===== src/rtl/cobs_stream_encoder.sv =====
// rtl/cobs_stream_encoder.sv - COBS byte-stream framer with 0x00 frame delimiter
//
// Purpose: buffers each run of up to 254 non-zero packet bytes, then emits the
// COBS code byte, the buffered bytes, an optional empty tail block and a
// terminating 0x00 delimiter (tlast=1) for every packet.
//
// Ports:
//   clk                  in   system clock
//   rst                  in   synchronous active-high reset
//   raw_stream_tdata     in   [7:0] unencoded packet byte
//   raw_stream_tvalid    in   raw byte valid
//   raw_stream_tready    out  raw byte accepted (only while filling a run)
//   raw_stream_tlast     in   last byte of packet
//   encoded_stream_tdata  out [7:0] COBS-encoded byte
//   encoded_stream_tvalid out encoded byte valid
//   encoded_stream_tready in  downstream ready
//   encoded_stream_tlast  out high only on the 0x00 delimiter

module cobs_stream_encoder #(
  parameter int MAX_RUN = 254
) (
  input  logic       clk,
  input  logic       rst,
  input  logic [7:0] raw_stream_tdata,
  input  logic       raw_stream_tvalid,
  output logic       raw_stream_tready,
  input  logic       raw_stream_tlast,
  output logic [7:0] encoded_stream_tdata,
  output logic       encoded_stream_tvalid,
  output logic       encoded_stream_tlast,
  input  logic       encoded_stream_tready
);

  localparam logic [7:0] RUN_FULL = 8'(MAX_RUN);

  typedef enum logic [2:0] {
    S_FILL,
    S_EMIT_CODE,
    S_EMIT_DATA,
    S_EMIT_TAIL,
    S_EMIT_DELIM
  } state_t;

  state_t     r_state, w_state;
  logic [7:0] r_cnt, w_cnt;
  logic [7:0] r_idx, w_idx;
  logic       r_pend_tail, w_pend_tail;  // run closed by a zero that carried tlast
  logic       r_eof, w_eof;              // delimiter follows the data of this run
  logic       r_in_ready, w_in_ready;
  logic       r_out_valid, w_out_valid;
  logic [7:0] r_out_data, w_out_data;
  logic       r_out_last, w_out_last;
  logic       w_wr_en;
  logic       w_in_beat;
  logic       w_out_beat;
  logic [7:0] w_cnt_inc;
  logic [7:0] r_buf [0:MAX_RUN-1];

  assign w_in_beat  = raw_stream_tvalid && r_in_ready;
  assign w_out_beat = r_out_valid && encoded_stream_tready;
  assign w_cnt_inc  = r_cnt + 8'd1;

  assign raw_stream_tready     = r_in_ready;
  assign encoded_stream_tvalid = r_out_valid;
  assign encoded_stream_tdata  = r_out_data;
  assign encoded_stream_tlast  = r_out_last;

  // Output register only advances when empty or when its beat is taken, so
  // tdata/tlast stay stable under back-pressure.
  always_comb begin
    w_state     = r_state;
    w_cnt       = r_cnt;
    w_idx       = r_idx;
    w_pend_tail = r_pend_tail;
    w_eof       = r_eof;
    w_out_valid = r_out_valid;
    w_out_data  = r_out_data;
    w_out_last  = r_out_last;
    w_wr_en     = 1'b0;
    case (r_state)
      S_FILL: begin
        if (w_in_beat) begin
          if (raw_stream_tdata == 8'h00) begin
            w_state     = S_EMIT_CODE;
            w_out_valid = 1'b1;
            w_out_data  = w_cnt_inc;
            w_pend_tail = raw_stream_tlast;
            w_eof       = 1'b0;
            w_idx       = 8'd0;
          end else begin
            w_wr_en = 1'b1;
            w_cnt   = w_cnt_inc;
            if (w_cnt_inc == RUN_FULL) begin
              // Full block: code 0xFF carries no implied zero.
              w_state     = S_EMIT_CODE;
              w_out_valid = 1'b1;
              w_out_data  = 8'hFF;
              w_pend_tail = 1'b0;
              w_eof       = raw_stream_tlast;
              w_idx       = 8'd0;
            end else if (raw_stream_tlast) begin
              w_state     = S_EMIT_CODE;
              w_out_valid = 1'b1;
              w_out_data  = w_cnt_inc + 8'd1;
              w_pend_tail = 1'b0;
              w_eof       = 1'b1;
              w_idx       = 8'd0;
            end
          end
        end
      end
      S_EMIT_CODE, S_EMIT_DATA: begin
        if (w_out_beat) begin
          if (r_idx < r_cnt) begin
            w_state    = S_EMIT_DATA;
            w_out_data = r_buf[r_idx];
            w_idx      = r_idx + 8'd1;
          end else if (r_pend_tail) begin
            // Packet ended on a zero: an empty block (0x01) encodes it.
            w_state    = S_EMIT_TAIL;
            w_out_data = 8'h01;
          end else if (r_eof) begin
            w_state    = S_EMIT_DELIM;
            w_out_data = 8'h00;
            w_out_last = 1'b1;
          end else begin
            w_state     = S_FILL;
            w_out_valid = 1'b0;
            w_out_data  = 8'h00;
            w_cnt       = 8'd0;
          end
        end
      end
      S_EMIT_TAIL: begin
        if (w_out_beat) begin
          w_state    = S_EMIT_DELIM;
          w_out_data = 8'h00;
          w_out_last = 1'b1;
        end
      end
      S_EMIT_DELIM: begin
        if (w_out_beat) begin
          w_state     = S_FILL;
          w_out_valid = 1'b0;
          w_out_data  = 8'h00;
          w_out_last  = 1'b0;
          w_cnt       = 8'd0;
          w_pend_tail = 1'b0;
          w_eof       = 1'b0;
        end
      end
      default: begin
        w_state     = S_FILL;
        w_out_valid = 1'b0;
        w_out_last  = 1'b0;
        w_cnt       = 8'd0;
      end
    endcase
    w_in_ready = (w_state == S_FILL);
  end

  always_ff @(posedge clk) begin
    if (rst) begin
      r_state     <= S_FILL;
      r_cnt       <= 8'd0;
      r_idx       <= 8'd0;
      r_pend_tail <= 1'b0;
      r_eof       <= 1'b0;
      r_in_ready  <= 1'b0;
      r_out_valid <= 1'b0;
      r_out_data  <= 8'h00;
      r_out_last  <= 1'b0;
    end else begin
      r_state     <= w_state;
      r_cnt       <= w_cnt;
      r_idx       <= w_idx;
      r_pend_tail <= w_pend_tail;
      r_eof       <= w_eof;
      r_in_ready  <= w_in_ready;
      r_out_valid <= w_out_valid;
      r_out_data  <= w_out_data;
      r_out_last  <= w_out_last;
    end
  end

  // Run buffer has no reset; r_cnt alone defines which entries are live.
  always_ff @(posedge clk) begin
    if (!rst && w_wr_en) begin
      r_buf[r_cnt] <= raw_stream_tdata;
    end
  end

endmodule


===== config.mk =====
export PLATFORM = sky130hd
export DESIGN_NAME = cobs_stream_encoder
export DESIGN_NICKNAME = d
export VERILOG_FILES = /design/src/rtl/cobs_stream_encoder.sv
export SDC_FILE = /design/constraint.sdc
export NUM_CORES = 2
export LEC_CHECK = 0
export CAP_MARGIN = 20
export CORE_ASPECT_RATIO = 1.5
export CORE_MARGIN = 3
export CORE_UTILIZATION = 50
export DETAILED_ROUTE_END_ITERATION = 16
export PLACE_DENSITY = 0.69
export SYNTH_ARGS = -nofsm -noshare
export SYNTH_HDL_FRONTEND = slang
export SYNTH_SLANG_ARGS = --single-unit

===== constraint.sdc =====
create_clock -name clk -period 3.9 [get_ports clk]
set_input_delay 0.78 -clock clk [delete_from_list [all_inputs] [get_ports clk]]
set_output_delay 0.78 -clock clk [all_outputs]
set_load 0.1 [all_outputs]

Word-level counts from Yosys, hierarchy flattened
Memories as Yosys holds them, arrays and structs flattened. A register that Yosys moved wholly into a read port is not among the register bits.
Cells that the tools add are included.
- output and inout port bits: 11
- word-level logic and storage cells: 117
- RAM bits: 2032
- bits in read-only memories: 0
- memories kept: 1
- register bits after elaboration: 32
- bits in latches: 0
- bits of input ports: 13
- equality and inequality tests: 17
- $lt $le $gt $ge: 1
- divide/modulo/power cells: 0
- shift-type cells: 0
- reduce and logical (&&, ||, !) cells: 18
- bitwise gates (word level): 2
- multiplexer cells: 66
- $add $sub $neg: 3
- multiply operators: 0
- memory list (memory ; words ; bits a word ; rd ports ; clocked after memory_dff ; write ports ; line ; source):
    r_buf ; 254 ; 8 ; 1 ; 1 ; 1 ; 57 ; logic [7:0] r_buf [0:MAX_RUN-1];
- operators with widths (kind ; count):
    $mux W8 ; 21
    $pmux W8 S4 ; 1
    $mux W3 ; 10
    $mux W1 ; 27
    $add A8 B1 Y8 const B ; 3
    $pmux W8 S3 ; 1
    $ne A2 B2 Y1 const B ; 10
    $pmux W8 S2 ; 1
    $reduce_and A8 Y1 ; 2
    $pmux W3 S4 ; 1
    $reduce_and A5 Y1 ; 2
    $eq A8 B8 Y1 const B ; 1
    $logic_not A8 Y1 ; 1
    $lt A8 B8 Y1 ; 1
    $pmux W1 S4 ; 2
    $reduce_and A7 Y1 ; 1
    $eq A3 B2 Y1 const B ; 2
    $logic_not A3 Y1 ; 2
    $ne A4 B4 Y1 const B ; 1
    $pmux W1 S2 ; 2
    $reduce_and A4 Y1 ; 1
    $reduce_bool A2 Y1 ; 2
    $reduce_or A2 Y1 ; 2
    $eq A3 B1 Y1 const B ; 1
    6 further kinds ; 9

Depth between registers and ports, before layout
- depth after elaboration: 8
- gate-level depth with buffers: 13
- gate-level depth less buffers: 9

Worst setup path before layout
No wires, ideal clock.
- kind: reg-to-reg
- start point: register r_in_ready (netlist: raw_stream_tready)
- end point: memory r_buf[196][0] (enable)
- period minus slack after synthesis: 3203 ps
- required time: 3530 ps
- data arrival time: 2833 ps
- cell stages (with the launch flop): 8
- buffers on the path: 2
- setup time: 370 ps
- path slack: 697 ps
- cells stage by stage: dfxtp_1 nand2_1 or3_1 clkbuf_1 nor3_1 nand2_1 clkbuf_1 nor2_1
- cells in the longest elaborated chain, start to end: 6
- ends and longest elaborated chain (item ; line ; source):
    from (decl) ; 49 ; logic r_in_ready, w_in_ready;
    from (signal assigned) ; 179 ; r_in_ready <= w_in_ready;
    $logic_and A1 B1 Y1 ; 59 ; assign w_in_beat = raw_stream_tvalid && r_in_ready;
    $mux W1 ; 82 ; if (w_in_beat) begin
    $mux W1 ; 80 ; case (r_state)
    $logic_and A1 B1 Y1 ; 188 ; if (!rst && w_wr_en) begin
    $mux W1 ; 188 ;
    $mux W1 (not written as such) ; 189 ; r_buf[r_cnt] <= raw_stream_tdata;
    to (decl) ; 57 ;
Every way passes these cells.

==> results by group <==
Yosys
  – FFs w/ async S/R, synth: 0%
  – Ys flop type: edfxtp_1
  – Synth top area share: approximately three quarters
  – Cell variety after synth: 79
  – Cell taking the most area after synthesis: edfxtp_1
  – Synth Area per Inst: 20.2 µm²
  – Sequential area share after synthesis: about 75%
  – Post-synth EDFFs: between 2k and 2.5k
  – Cells after synthesis: approximately 4k
  – Mapped Nets: slightly above 4k
  – Synth area leaders: edfxtp_1 (75%), mux4_2 (14%), nor2_1 (1.6%)
  – Flop and latch count out of synthesis: 2,072
  – YS warnings: 0
  – Mapped Area: about 82,000 µm²

STA
  – Fin. Hold Viols: 0
  – Max Freq: about 260 MHz
  – Final setup viols: 0
  – Setup ws final: around 0.11 ns
  – Measured slew at the worst slew-check pin: about 1.6 ns
  – Final Max Slew Viols: 86
  – Unrepaired setup endpoints after global routing: no
  – Clock Skews: 0.0330 ns
  – Slew headroom: -7.55%
  – Tcrit/Tclk final: 97.1%
  – Post-layout min period: ~3.8 ns

Die
  – Die Ht: 502 µm
  – Initial Util: between 50% and 60%
  – Core footprint: 162,000 µm²
  – Die W: ~340 µm
  – # IOs: 24
  – Row count: ~180
  – Die footprint: ~170,000 µm²

Global routing
  – Initial antenna violation count: 11
  – GR met1 Demand/Resource: 33.9%
  – Largest net degree at the start of global routing: ~210
  – Number of global-route vias before repair: about 44k
  – GRT Residual Overflow: 0
  – First-pass GRT wire length: 333,000 µm
  – Met3 capacity usage during global routing: 6.11%
  – Most Crowded Layer GR: met2
  – Tot GR Track Use: between 20% and 30%
  – Met2 Track Usage GR: between 40% and 50%

Power
  – Pwr dens: around 470 nW/µm²
  – Total power: 0.0436 W
  – Max IR drop VDD: between 0.0003 and 0.0004 V
  – LEAKAGE: between 20 and 30 nW

CTS
  – H-tree levels: 4
  – CTS clk-pin slew, worst paths: roughly 0.070 ns
  – CTS Buf Count: about 170
  – Postcts setup bufs: 0
  – CTS root buf: clkbuf_16
  – Clk_lat worst skew: just over 0.8 ns
  – Post-cts sizing count: 0
  – Clock Sinks: 2,072
  – Clock Path Buffers: 3
  – CTS tree: done
  – Cts hold-fix bufs: 0

Setup path
  – Startpoint types: flop
  – Reg-to-reg setup timing slack: roughly 0.11 ns
  – CP Data Arrival Time: about 4.5 ns
  – Crit path cell chain: buf_12 -> mux4_2 -> nor2b_1 -> a2111oi_0 -> buf_2 -> nor3_1 -> o21ai_0 -> o32a_1 -> o32ai_1
  – Crit. End Element: flop
  – Crit-path max cell delay: between 0.7 and 0.8 ns
  – WP data required: around 4.6 ns
  – Worst path bufs/invs: 2
  – CP top delay family: compound AO/OA/AOI/OAI gates
  – Setup Crit Path Kind: reg -> reg
  – Worst-path fanout max: 56
  – Critical-path top delay cell: dfxtp_4

Layout
  – Layout cells sized above 1: between 20% and 30%
  – Fill count: about 12k
  – Final Net Count: ~4.6k
  – Post-layout util: between 50% and 60%
  – Commonest cells after routing, fill and taps aside: edfxtp_1 (2,032), buf_4 (498), mux4_2 (495)
  – Area grow syn2layout: 14.1%
  – Commonest non-fill, non-tap cell in the layout: edfxtp_1
  – Final Non-Filler Cells: around 6.8k

Flow run
  – Max Cap Viol: 0

Drt
  – DR iter-0 viols: around 5.4k
  – Wire per inst: about 35 µm
  – DRT Wirelength: around 240,000 µm
  – DRT Pass-1 Iters: 7
  – Vias: between 40k and 50k
  – Via density: 6.51
  – Post-detailed-route DRC marker count: 0
  – Antenna Nets Post-Route: 0

Placement
  – Placed cell count: 6,486
  – Pre-CTS setup slack: about 0.082 ns
  – Post-DP HPWL: approximately 150,000 µm
  – Port bufs: 23
  – Routability congestion estimate: about 0.97

Min path
  – HP Class: reg -> reg

Outcome
  – Failing checks: max-slew violations
  – Status: finished, violations left
[worst paths after layout]
path / from / end / depth (start not counted)
worst max-delay path: flop / encoded_stream_tdata[1] / 9
worst min-delay path: encoded_stream_tlast / encoded_stream_tlast / 2
worst max register to register: flop / encoded_stream_tdata[1] / 9
worst min register to register: encoded_stream_tlast / encoded_stream_tlast / 2
[sequential cells by signal, summed over array words and instances, names as in the netlist, named ones only]
name and count:
encoded_stream_tvalid 1, r_idx 8, r_state 3, r_cnt 8, encoded_stream_tlast 1, r_eof 1, encoded_stream_tdata 8, r_pend_tail 1
raw_stream_tready 1, r_buf 2032
[logic make-up (layout without fill, tap and decap cells)]
family / count (synthesis) / after routing / synth area share, %
DFF: 2072 / 2072 / 75.5
and+or+nand+nor: 740 / 740 / 4.04
AOI/OAI and AO/OA: 337 / 337 / 2.88
other: 0 / 7 / 0
xor gates and xnor gates: 8 / 8 / 0.0856
muxes: 633 / 633 / 15.3
buffers and inverters: 256 / 897 / 1.93
adders and majority gates: 15 / 15 / 0.226
[final cells by class]
type | instances | area [µm²] | share of cell area, %
multi-input combinational | 1733 | 18500 | 19.8
clock buffer | 225 | 4630 | 4.96
clock inverter | 92 | 942 | 1.01
tap | 2104 | 2630 | 2.82
timing repair buffer | 559 | 4760 | 5.10
sequential | 2072 | 61800 | 66.2
antenna | 7 | 17.5 | 0.0188
inverter | 21 | 80.1 | 0.0857
[metrics by stage]
| stage | instance area, µm² | setup TNS (ns) | hold WS, ns |
|---|---|---|---|
| 2_1_floorplan | 81900 | 0 | 0.466 |
| 3_3_place_gp | 87700 | -0.250 | 0.463 |
| 3_5_place_dp | 87700 | 0 | 0.464 |
| 4_1_cts | 93300 | 0 | 0.476 |
| 5_1_grt | 93400 | 0 | 0.494 |
| 6_report | 93400 | 0 | 0.471 |
[power breakdown]
| part | switching [W] | leakage, nW | internal, W | total [W] |
|---|---|---|---|---|
| Combinational | 0.00115 | 7.78 | 0.000718 | 0.00186 |
| Sequential | 0.0000319 | 18.6 | 0.0244 | 0.0245 |
| Clock | 0.00785 | 2.69 | 0.00943 | 0.0173 |
[Yosys cell counts, types with 15 or more instances]
master	number
a2111oi_0	15
buf_4	50
nor4_1	16
nand4_1	19
o21ai_0	45
buf_2	52
o22ai_1	55
nor2b_1	29
edfxtp_1	2032
inv_1	18
a21oi_1	57
mux2i_1	110
a22oi_1	25
clkbuf_1	79
nor2_1	352
nand2_1	150
a211oi_1	33
mux4_2	495
mux2_2	26
dfxtp_1	40
buf_6	38
nand3_1	47
nor3_1	37
nand2b_1	26
[worst reg2reg max path, stage by stage, from the launching register on]
cell       delay [ns]
dfxtp_4          0.73
buf_12           0.50
mux4_2           0.70
nor2b_1          0.15
a2111oi_0        0.54
buf_2            0.26
nor3_1           0.05
o21ai_0          0.26
o32a_1           0.35
o32ai_1          0.13
[metal layers]
metal	share of wire (%)	routed length [µm]
met3	9.2	21600
met2	49	115000
met1	34	79500
met4	8.1	19000
met5	0.015	36
Power figures use the tool's default switching activity.
